`src/rtl/load_store_unit.sv`:
```
// Load/store unit: accepts one memory op from the pipeline, drives a single-beat
// data-memory handshake, and returns sign/zero-extended load data.
module load_store_unit (
    input  logic        clk,
    input  logic        rst,
    input  logic        ctrl_mem_write,
    input  logic        ctrl_mem2reg,
    input  logic [2:0]  ctrl_load_size,
    input  logic [2:0]  ctrl_store_size,
    input  logic [31:0] addr,
    input  logic [31:0] store_data,
    output logic        lsu_stall,
    output logic [31:0] load_data,
    output logic        load_valid,
    output logic        lsu_fault,
    output logic        dmem_req,
    output logic        dmem_we,
    output logic [31:0] dmem_addr,
    output logic [3:0]  dmem_be,
    output logic [31:0] dmem_wdata,
    input  logic        dmem_ack,
    input  logic [31:0] dmem_rdata
);

    typedef enum logic [1:0] {
        IDLE = 2'd0,
        BUSY = 2'd1,
        RESP = 2'd2
    } state_t;

    state_t      state_r;
    state_t      state_next_s;
    logic [2:0]  size_r;
    logic [1:0]  offset_r;
    logic        is_load_r;

    logic        op_present_s;
    logic        is_store_s;
    logic [2:0]  size_s;
    logic        op_fault_s;
    logic        accept_s;

    // Stores may only use byte/half/word; loads additionally allow the unsigned forms.
    function automatic logic size_legal(input logic is_store, input logic [2:0] size);
        logic ok;
        case (size)
            3'b000, 3'b001, 3'b010: ok = 1'b1;
            3'b100, 3'b101:         ok = ~is_store;
            default:                ok = 1'b0;
        endcase
        return ok;
    endfunction

    function automatic logic misaligned(input logic [2:0] size, input logic [1:0] offset);
        logic bad;
        case (size[1:0])
            2'b01:   bad = offset[0];
            2'b10:   bad = (offset != 2'b00);
            default: bad = 1'b0;
        endcase
        return bad;
    endfunction

    function automatic logic [3:0] byte_enables(input logic is_store, input logic [2:0] size,
                                                input logic [1:0] offset);
        logic [3:0] be;
        if (is_store) begin
            case (size)
                3'b000:  be = 4'b0001 << offset;
                3'b001:  be = 4'b0011 << {offset[1], 1'b0};
                default: be = 4'b1111;
            endcase
        end else begin
            be = 4'b1111;
        end
        return be;
    endfunction

    function automatic logic [31:0] write_data(input logic is_store, input logic [2:0] size,
                                               input logic [31:0] data);
        logic [31:0] wd;
        if (is_store) begin
            case (size)
                3'b000:  wd = {4{data[7:0]}};
                3'b001:  wd = {2{data[15:0]}};
                default: wd = data;
            endcase
        end else begin
            wd = 32'd0;
        end
        return wd;
    endfunction

    function automatic logic [31:0] extract_load(input logic [2:0] size, input logic [1:0] offset,
                                                 input logic [31:0] rdata);
        logic [7:0]  lane_b;
        logic [15:0] lane_h;
        logic [31:0] res;
        case (offset)
            2'b00:   lane_b = rdata[7:0];
            2'b01:   lane_b = rdata[15:8];
            2'b10:   lane_b = rdata[23:16];
            2'b11:   lane_b = rdata[31:24];
            default: lane_b = 8'd0;
        endcase
        lane_h = offset[1] ? rdata[31:16] : rdata[15:0];
        case (size)
            3'b000:  res = {{24{lane_b[7]}}, lane_b};
            3'b100:  res = {24'd0, lane_b};
            3'b001:  res = {{16{lane_h[15]}}, lane_h};
            3'b101:  res = {16'd0, lane_h};
            3'b010:  res = rdata;
            default: res = 32'd0;
        endcase
        return res;
    endfunction

    // Decode of the op currently offered by the pipeline (a store wins if both flags are set).
    always_comb begin
        op_present_s = ctrl_mem_write | ctrl_mem2reg;
        is_store_s   = ctrl_mem_write;
        size_s       = ctrl_mem_write ? ctrl_store_size : ctrl_load_size;
        op_fault_s   = op_present_s &
                       (~size_legal(is_store_s, size_s) | misaligned(size_s, addr[1:0]));
        accept_s     = (state_r == IDLE) & op_present_s & ~op_fault_s;
    end

    // State register.
    always_ff @(posedge clk) begin
        if (rst) begin
            state_r <= IDLE;
        end else begin
            state_r <= state_next_s;
        end
    end

    // Next-state logic.
    always_comb begin
        state_next_s = state_r;
        case (state_r)
            IDLE: begin
                if (accept_s) begin
                    state_next_s = BUSY;
                end else begin
                    state_next_s = IDLE;
                end
            end
            BUSY: begin
                if (dmem_ack) begin
                    state_next_s = RESP;
                end else begin
                    state_next_s = BUSY;
                end
            end
            RESP:    state_next_s = IDLE;
            default: state_next_s = IDLE;
        endcase
    end

    // Combinational handshake back to the pipeline.
    always_comb begin
        lsu_stall = 1'b0;
        lsu_fault = 1'b0;
        case (state_r)
            IDLE: begin
                lsu_stall = accept_s;
                lsu_fault = op_fault_s;
            end
            BUSY: begin
                lsu_stall = 1'b1;
                lsu_fault = 1'b0;
            end
            default: begin
                lsu_stall = 1'b0;
                lsu_fault = 1'b0;
            end
        endcase
    end

    // Registered memory-side outputs and load result; everything after accept uses latched op info.
    always_ff @(posedge clk) begin
        if (rst) begin
            dmem_req   <= 1'b0;
            dmem_we    <= 1'b0;
            dmem_addr  <= 32'd0;
            dmem_be    <= 4'd0;
            dmem_wdata <= 32'd0;
            load_data  <= 32'd0;
            load_valid <= 1'b0;
            size_r     <= 3'd0;
            offset_r   <= 2'd0;
            is_load_r  <= 1'b0;
        end else begin
            case (state_r)
                IDLE: begin
                    load_valid <= 1'b0;
                    if (accept_s) begin
                        dmem_req   <= 1'b1;
                        dmem_we    <= is_store_s;
                        dmem_addr  <= {addr[31:2], 2'b00};
                        dmem_be    <= byte_enables(is_store_s, size_s, addr[1:0]);
                        dmem_wdata <= write_data(is_store_s, size_s, store_data);
                        size_r     <= size_s;
                        offset_r   <= addr[1:0];
                        is_load_r  <= ~is_store_s;
                    end else begin
                        dmem_req   <= 1'b0;
                    end
                end
                BUSY: begin
                    if (dmem_ack) begin
                        dmem_req <= 1'b0;
                        if (is_load_r) begin
                            load_data  <= extract_load(size_r, offset_r, dmem_rdata);
                            load_valid <= 1'b1;
                        end else begin
                            load_valid <= 1'b0;
                        end
                    end else begin
                        dmem_req <= 1'b1;
                    end
                end
                RESP: begin
                    dmem_req   <= 1'b0;
                    load_valid <= 1'b0;
                end
                default: begin
                    dmem_req   <= 1'b0;
                    load_valid <= 1'b0;
                end
            endcase
        end
    end

endmodule

```
`config.mk`:
```
export PLATFORM = sky130hd
export DESIGN_NAME = load_store_unit
export DESIGN_NICKNAME = d
export VERILOG_FILES = /design/src/rtl/load_store_unit.sv
export SDC_FILE = /design/constraint.sdc
export NUM_CORES = 1
export LEC_CHECK = 0
export CAP_MARGIN = 20
export CORE_ASPECT_RATIO = 0.7
export CORE_UTILIZATION = 30
export CTS_BUF_LIST = sky130_fd_sc_hd__clkbuf_4
export DETAILED_ROUTE_END_ITERATION = 10
export GPL_TIMING_DRIVEN = 0
export HOLD_SLACK_MARGIN = 0.05
export PLACE_DENSITY = 0.69
export SLEW_MARGIN = 10
export SYNTH_ARGS = -nofsm -noshare
export SYNTH_HDL_FRONTEND = slang
export SYNTH_SLANG_ARGS = --single-unit
```
`constraint.sdc`:
```
create_clock -name clk -period 5.7 [get_ports clk]
set_input_delay 1.425 -clock clk [delete_from_list [all_inputs] [get_ports clk]]
set_output_delay 1.425 -clock clk [all_outputs]
set_load 0.02 [all_outputs]
```
# ---- Word-level counts from Yosys, hierarchy flattened
# Cells that the tools add are included.
dict set report totals {
  ff_bits 109
  output_inout_bits 105
  word_cells 65
}
dict set report op_classes {
  n_eq_ne 14
  shifts 2
  mux 19
  bitwise_logic 9
  reduce_logical 10
}
# cell count
set op_table {}
lappend op_table {{case mux 32 bit (5 select lines)} 1}
lappend op_table {{case mux 32 bit (2 select lines)} 1}
lappend op_table {{two-way mux 32 bit} 1}
lappend op_table {{case mux 8 bit (4 select lines)} 1}
lappend op_table {{two-way mux 16 bit} 1}
lappend op_table {{== test 3 bit, second input constant} 4}
lappend op_table {{case mux 1 bit (2 select lines)} 4}
lappend op_table {{case mux 4 bit (2 select lines)} 1}
lappend op_table {{== test 2 x 1 -> 1 bit, second input constant} 3}
lappend op_table {{== test 2 bit, second input constant} 3}
lappend op_table {{== test 3 x 1 -> 1 bit, second input constant} 2}
lappend op_table {{== test 3 x 2 -> 1 bit, second input constant} 2}
lappend op_table {{logical NOT 3 bit} 2}
lappend op_table {{two-way mux 1 bit} 5}
lappend op_table {{logical NOT 2 bit} 2}
lappend op_table {{two-way mux 4 bit} 1}
lappend op_table {{NOT 1 bit} 4}
lappend op_table {{case mux 2 bit (2 select lines)} 1}
lappend op_table {{OR reduction 2 bit} 2}
lappend op_table {{<< shifter 1 x 2 -> 4 bit, first input constant} 1}
lappend op_table {{<< shifter 2 x 2 -> 4 bit, first input constant} 1}
lappend op_table {{AND 1 bit} 3}
lappend op_table {{two-way mux 3 bit} 1}
lappend op_table {{AND reduction 3 bit} 1}
lappend op_table {{other kinds (5)} 6}

# ---- Longest topological paths before layout
dict set report depth {
  ltp_word 11
  mapped_depth 12
  mapped_depth_nobuf 7
}

# ---- Worst setup path after synthesis
# Ideal clock, no wire load.
dict set report synth_path {
  kind {in2out}
  start {input port ctrl_mem_write}
  end {output port lsu_fault}
  arrival_time_ns 3.901
  required_ns 4.275
  setup_slack_ns 0.374
  cell_stages 11
  n_path_buf 5
  path_cell_list {buf_2 -> buf_1 -> mux2i_1 -> inv_1 -> ha_1 -> or2_2 -> buf_2 -> a21o_1 -> buf_2 -> buf_1 -> a31oi_1}
}
dict set report synth_between {
  elab_chain_cells 8
  elab_cells_between_ends 18
  classes_between {eq/ne: 6; mux: 4; bitwise: 5; reduce/logical: 3}
}
# item line_no
set synth_lines {}
lappend synth_lines {{from (decl)} 6} ;# input logic ctrl_mem_write,
lappend synth_lines {{two-way mux 3 bit *} 122} ;# size_s = ctrl_mem_write ? ctrl_store_size : ctrl_load_size;
lappend synth_lines {{net size_s[0]} 39} ;# logic [2:0] size_s;
lappend synth_lines {{== test 3 x 1 -> 1 bit (tied with other cells)} 46} ;# case (size)
lappend synth_lines {{OR reduction 3 bit or OR reduction 2 bit (tied branches)} 46}
lappend synth_lines {{case mux 1 bit (2 select lines)} 46}
lappend synth_lines {{NOT 1 bit} 124} ;# (~size_legal(is_store_s, size_s) | misaligned(size_s, addr[1:0]));
lappend synth_lines {{OR 1 bit *} 124}
lappend synth_lines {{AND 1 bit *} 123} ;# op_fault_s = op_present_s &
lappend synth_lines {{two-way mux 1 bit *} 164} ;# case (state_r)
lappend synth_lines {{to (decl)} 15} ;# output logic lsu_fault,
# Mark *: on every way through the listed nets, which the timed path passes. The rest lies on a longest branch.

# ---- Worst setup path after layout
dict set report layout_path {
  start {input port ctrl_store_size[1]}
  end {output port lsu_stall}
}
dict set report layout_between {
  elab_chain_cells 10
  elab_cells_between_ends 18
  classes_between {eq/ne: 6; mux: 4; bitwise: 5; reduce/logical: 3}
}
# item line_no
set layout_lines {}
lappend layout_lines {{from (decl)} 9} ;# input logic [2:0] ctrl_store_size,
lappend layout_lines {{two-way mux 3 bit *} 122}
lappend layout_lines {{net size_s[1]} 39}
lappend layout_lines {{== test 3 x 1 -> 1 bit (tied with other cells)} 46}
lappend layout_lines {{OR reduction 3 bit or OR reduction 2 bit (tied branches)} 46}
lappend layout_lines {{case mux 1 bit (2 select lines)} 46}
lappend layout_lines {{NOT 1 bit} 124}
lappend layout_lines {{OR 1 bit *} 124}
lappend layout_lines {{AND 1 bit *} 123}
lappend layout_lines {{NOT 1 bit *} 125} ;# accept_s = (state_r == IDLE) & op_present_s & ~op_fault_s;
lappend layout_lines {{AND 1 bit *} 125}
lappend layout_lines {{case mux 1 bit (2 select lines) *} 164}
lappend layout_lines {{to (decl)} 12} ;# output logic lsu_stall,
# Marked as above.

==> flow_summary.yaml <==
die:
  core_region_area_um2: 16600
  io_pins: 212
  fp.dieH_um: 112
  num_rows: 39
  initial_core_utilization_pct: 31.1
  dieArea_um2: 17800
  die_x_um: 159
route:
  via_count_of_the_routed_design: 5487
  wirelength_met1_um: 8840
  detail_route.wl_per_cell_um: 18.4
  drtAntennaViolNets: 0
  drt-vias-per-instance: 5.42
  routed_wirelength_um: 18600
  dr.pass1.iters: 5
  routed-wl-met2_um: 7720
  drt_iter0_drc: 434
  drc: 0
  total_met3_wirelength_after_detailed_routing_um: 1960
  top_signal_layer_used: "met5"
synth:
  synth_top_cells_by_area: "sky130_fd_sc_hd__dfxtp_1 42%, sky130_fd_sc_hd__o31ai_1 4.5%, sky130_fd_sc_hd__a221oi_1 4.4%, sky130_fd_sc_hd__nand2b_1 4.2%, sky130_fd_sc_hd__mux2i_1 4.1%"
  most_frequently_used_cell_type_in_the_post_synthesis_netlist: "sky130_fd_sc_hd__dfxtp_1"
  synthesis.instances: 563
  yosys_warnings: 0
  synth-compound-area-share_pct: 28.9
  synth.top_cells.by_count: "108 x sky130_fd_sc_hd__dfxtp_1, 41 x sky130_fd_sc_hd__a21oi_1, 39 x sky130_fd_sc_hd__nand2_1"
  number_of_distinct_library_cells_after_synthesis: 55
  synthesis.area_um2: 5170
  number_of_synthesized_flops_with_an_enable_pin: 0
  synth_async_sr_flop_share_pct: 0
  xor_xnor_cell_area_share_of_the_yosys_netlist_pct: 0
  synth-main-ff-cell: "sky130_fd_sc_hd__dfxtp_1"
  yosysTopAreaCell: "sky130_fd_sc_hd__dfxtp_1"
  synth_simple_gate_area_share_pct: 18.0
  synth.top_cell.area_share_pct: 41.9
  ys_seq_elements: 108
  main_combinational_cell_family_by_area_after_synthesis: "compound AO/OA/AOI/OAI gates"
  synth_sequential_area_ratio_pct: 41.9
  post_syn_area_per_cell_um2: 9.18
  synth.mux.area_fraction_pct: 4.77
  yosys.area_share.adder_pct: 0.727
timing:
  fin_skew_ns: 0.0242
  period_needed_ns: 5.42
  unrepaired_setup_endpoints_after_global_routing: "no"
  final_setup_fails: 0
  fin_hold_ws_ns: 0.472
  slew_headroom_pct: 44.9
  worst_slew_pin_slew_ns: 0.824
  report.final.slew_viol_count: 0
  final-hold-violation-count: 0
  post-route-period-util_pct: 95.0
  fmaxAchievable_mhz: 185
cts:
  clock_tree.buffer_depth: 2
  cts.clk_slew.worst_paths_ns: 0.16
  cts-root-buf: "sky130_fd_sc_hd__clkbuf_4"
  cts_buffers: 9
  htree_num_levels: 3
  cts_num_sinks: 108
  cts_tree: "built"
  cts.hold.buffers_added: 0
  clock_latency_ns: 0.46
critical_path:
  path_depth_of_the_worst_reg2reg_path: 6
  timing.rr.start: "size_r[0]"
  timing.critical_path.arrival_ns: 3.99
  critical_path.endpoint_type: "output port"
  required_ns: 4.28
  crit_type: "input port to output port"
  worst-r2r-setup-slack_ns: 3.47
  timing.critical_path.fanout_max: 10
  reg2reg_to: "load_data[29]"
  crit_path_start_kind: "input port"
worst_hold_path:
  min_from: "load_data[4]"
  hp-class: "register to register"
  hold_end: "load_data[4]"
  hold-path-cell-count: 2
placement:
  globalplace.congestion: 0.864
  detailed_place_hpwl_um: 14000
  dp_cells: 996
  post_dp_cell_area_um2: 7520
  port_buffer_count: 207
cells_and_area:
  synthToLayoutAreaGrowth_pct: 48.3
  final_net_count: 892
  count_of_placed_standard_cells_in_the_final_layout_fillers_left_out: 1013
  postLayoutCellArea_um2: 7660
  final_layout_size_suffix_gt1_share_pct: 6.61
  fillCellCount: 1700
grt:
  number_of_global_route_vias_before_repair: 5127
  antenna_found_initial: 1
  total_global_routing_overflow: 0
  first_pass_grt_wire_length_um: 29000
  track_usage_pct: 20.8
  grt_max_degree: 19
pwr:
  cellPowerDensity_nw_per_um2: 228
  static-leakage-power_nw: 2.66
  vdd.ir_drop.worst_mv: 0.0990
outcome:
  outcome: "complete, no violations"
flow_run:
  drv_cap: 0
[final cells by class]
class	count	area [um^2]	share of cell area [%]
well taps	225	282	3.68
diodes	1	2.50	0.0327
multi-input cells	389	2730	35.6
clock inverters	7	52.6	0.686
flip-flops and latches	108	2160	28.2
repair buffers	207	2070	27.0
clock buffers	9	67.6	0.882
plain buffers	62	280	3.66
inverters	5	18.8	0.245
[how the worst max path moves through the flow]
stage	start	to	slack (ns)	cells past startpoint
2_1_floorplan	ctrl_mem_write	lsu_fault	0.37	11
3_3_place_gp	ctrl_mem_write	lsu_fault	-0.74	11
3_5_place_dp	ctrl_mem_write	lsu_fault	-0.76	11
4_1_cts	ctrl_mem_write	lsu_fault	0.08	12
5_1_grt	ctrl_mem_write	lsu_stall	0.05	12
6_report	ctrl_store_size[1]	lsu_stall	0.28	10
[routing by layer]
layer / vias up / track usage (%)
li1: 2616 / -
met1: 2616 / 29.0
met2: 239 / 30.3
met3: 14 / 8.35
met4: 2 / 3.43
met5: - / 0
[where the power goes]
part / switching, mW / total (mW) / leakage (nW) / internal [mW]
Clock: 0.277 / 0.370 / 0.0679 / 0.0929
Sequential: 0.0277 / 0.826 / 0.877 / 0.798
Combinational: 0.311 / 0.548 / 1.71 / 0.237
[placed cells by master (no fill, tap or decap), types with 11 or more instances in the layout]
cell,Yosys,routed
sky130_fd_sc_hd__a21oi_1,41,41
sky130_fd_sc_hd__buf_2,11,11
sky130_fd_sc_hd__clkdlybuf4s50_1,0,205
sky130_fd_sc_hd__o2bb2ai_1,12,12
sky130_fd_sc_hd__nand2b_1,35,35
sky130_fd_sc_hd__o31ai_1,31,31
sky130_fd_sc_hd__clkbuf_1,36,34
sky130_fd_sc_hd__a22oi_1,18,18
sky130_fd_sc_hd__o21ai_0,15,15
sky130_fd_sc_hd__nand2_1,39,39
sky130_fd_sc_hd__a221oi_1,26,26
sky130_fd_sc_hd__dfxtp_1,108,108
sky130_fd_sc_hd__nor2_1,19,19
sky130_fd_sc_hd__a32o_1,12,12
sky130_fd_sc_hd__nand4_1,31,31
sky130_fd_sc_hd__mux2i_1,21,20
[cell families (layout without fill, tap and decap cells)]
family          count (synthesis)  after routing
mux                            23             23
other cells                     1              3
simple gates                  164            164
buf+inv                        67            290
fa+ha+maj                       3              3
compound gates                197            197
flops                         108            108
[worst max-delay path, cell delays in order]
cell and delay, ns:
sky130_fd_sc_hd__clkdlybuf4s50_1 0.40, sky130_fd_sc_hd__mux2i_1 0.33, sky130_fd_sc_hd__inv_1 0.12, sky130_fd_sc_hd__ha_1 0.26, sky130_fd_sc_hd__o211a_1 0.23, sky130_fd_sc_hd__nor2_1 0.22, sky130_fd_sc_hd__clkbuf_2 0.30, sky130_fd_sc_hd__nand3_1 0.23
sky130_fd_sc_hd__nand2_1 0.11, sky130_fd_sc_hd__dlygate4sd2_1 0.37
[registers in the layout, indices dropped and copies added, names as in the netlist]
register and cells:
dmem_be 4, is_load_r 1, state_r 2, offset_r 2, load_valid 1, load_data 32, dmem_addr 30, size_r 3
dmem_wdata 32, dmem_we 1
[stage by stage]
step	setup TNS (ns)	worst slack, ns	total power [mW]	utilization, %
detailed placement	-1.42	-0.759	1.39	45.3
finish	0	0.282	1.74	46.2
global route	0	0.0486	1.84	46.2
global placement	-1.41	-0.740	1.38	45.3
floorplan	0	0.374	1.14	-
CTS	0	0.0756	1.76	46.2
[repair_timing]
item / in CTS / in global routing
buffers inserted: 0 / 0
pin swaps: 0 / 0
setup endpoints to repair: 2 / 1
resized for setup: 7 / 6
cloned: 0 / 0
Note: power is estimated with default switching activity, not from simulation.
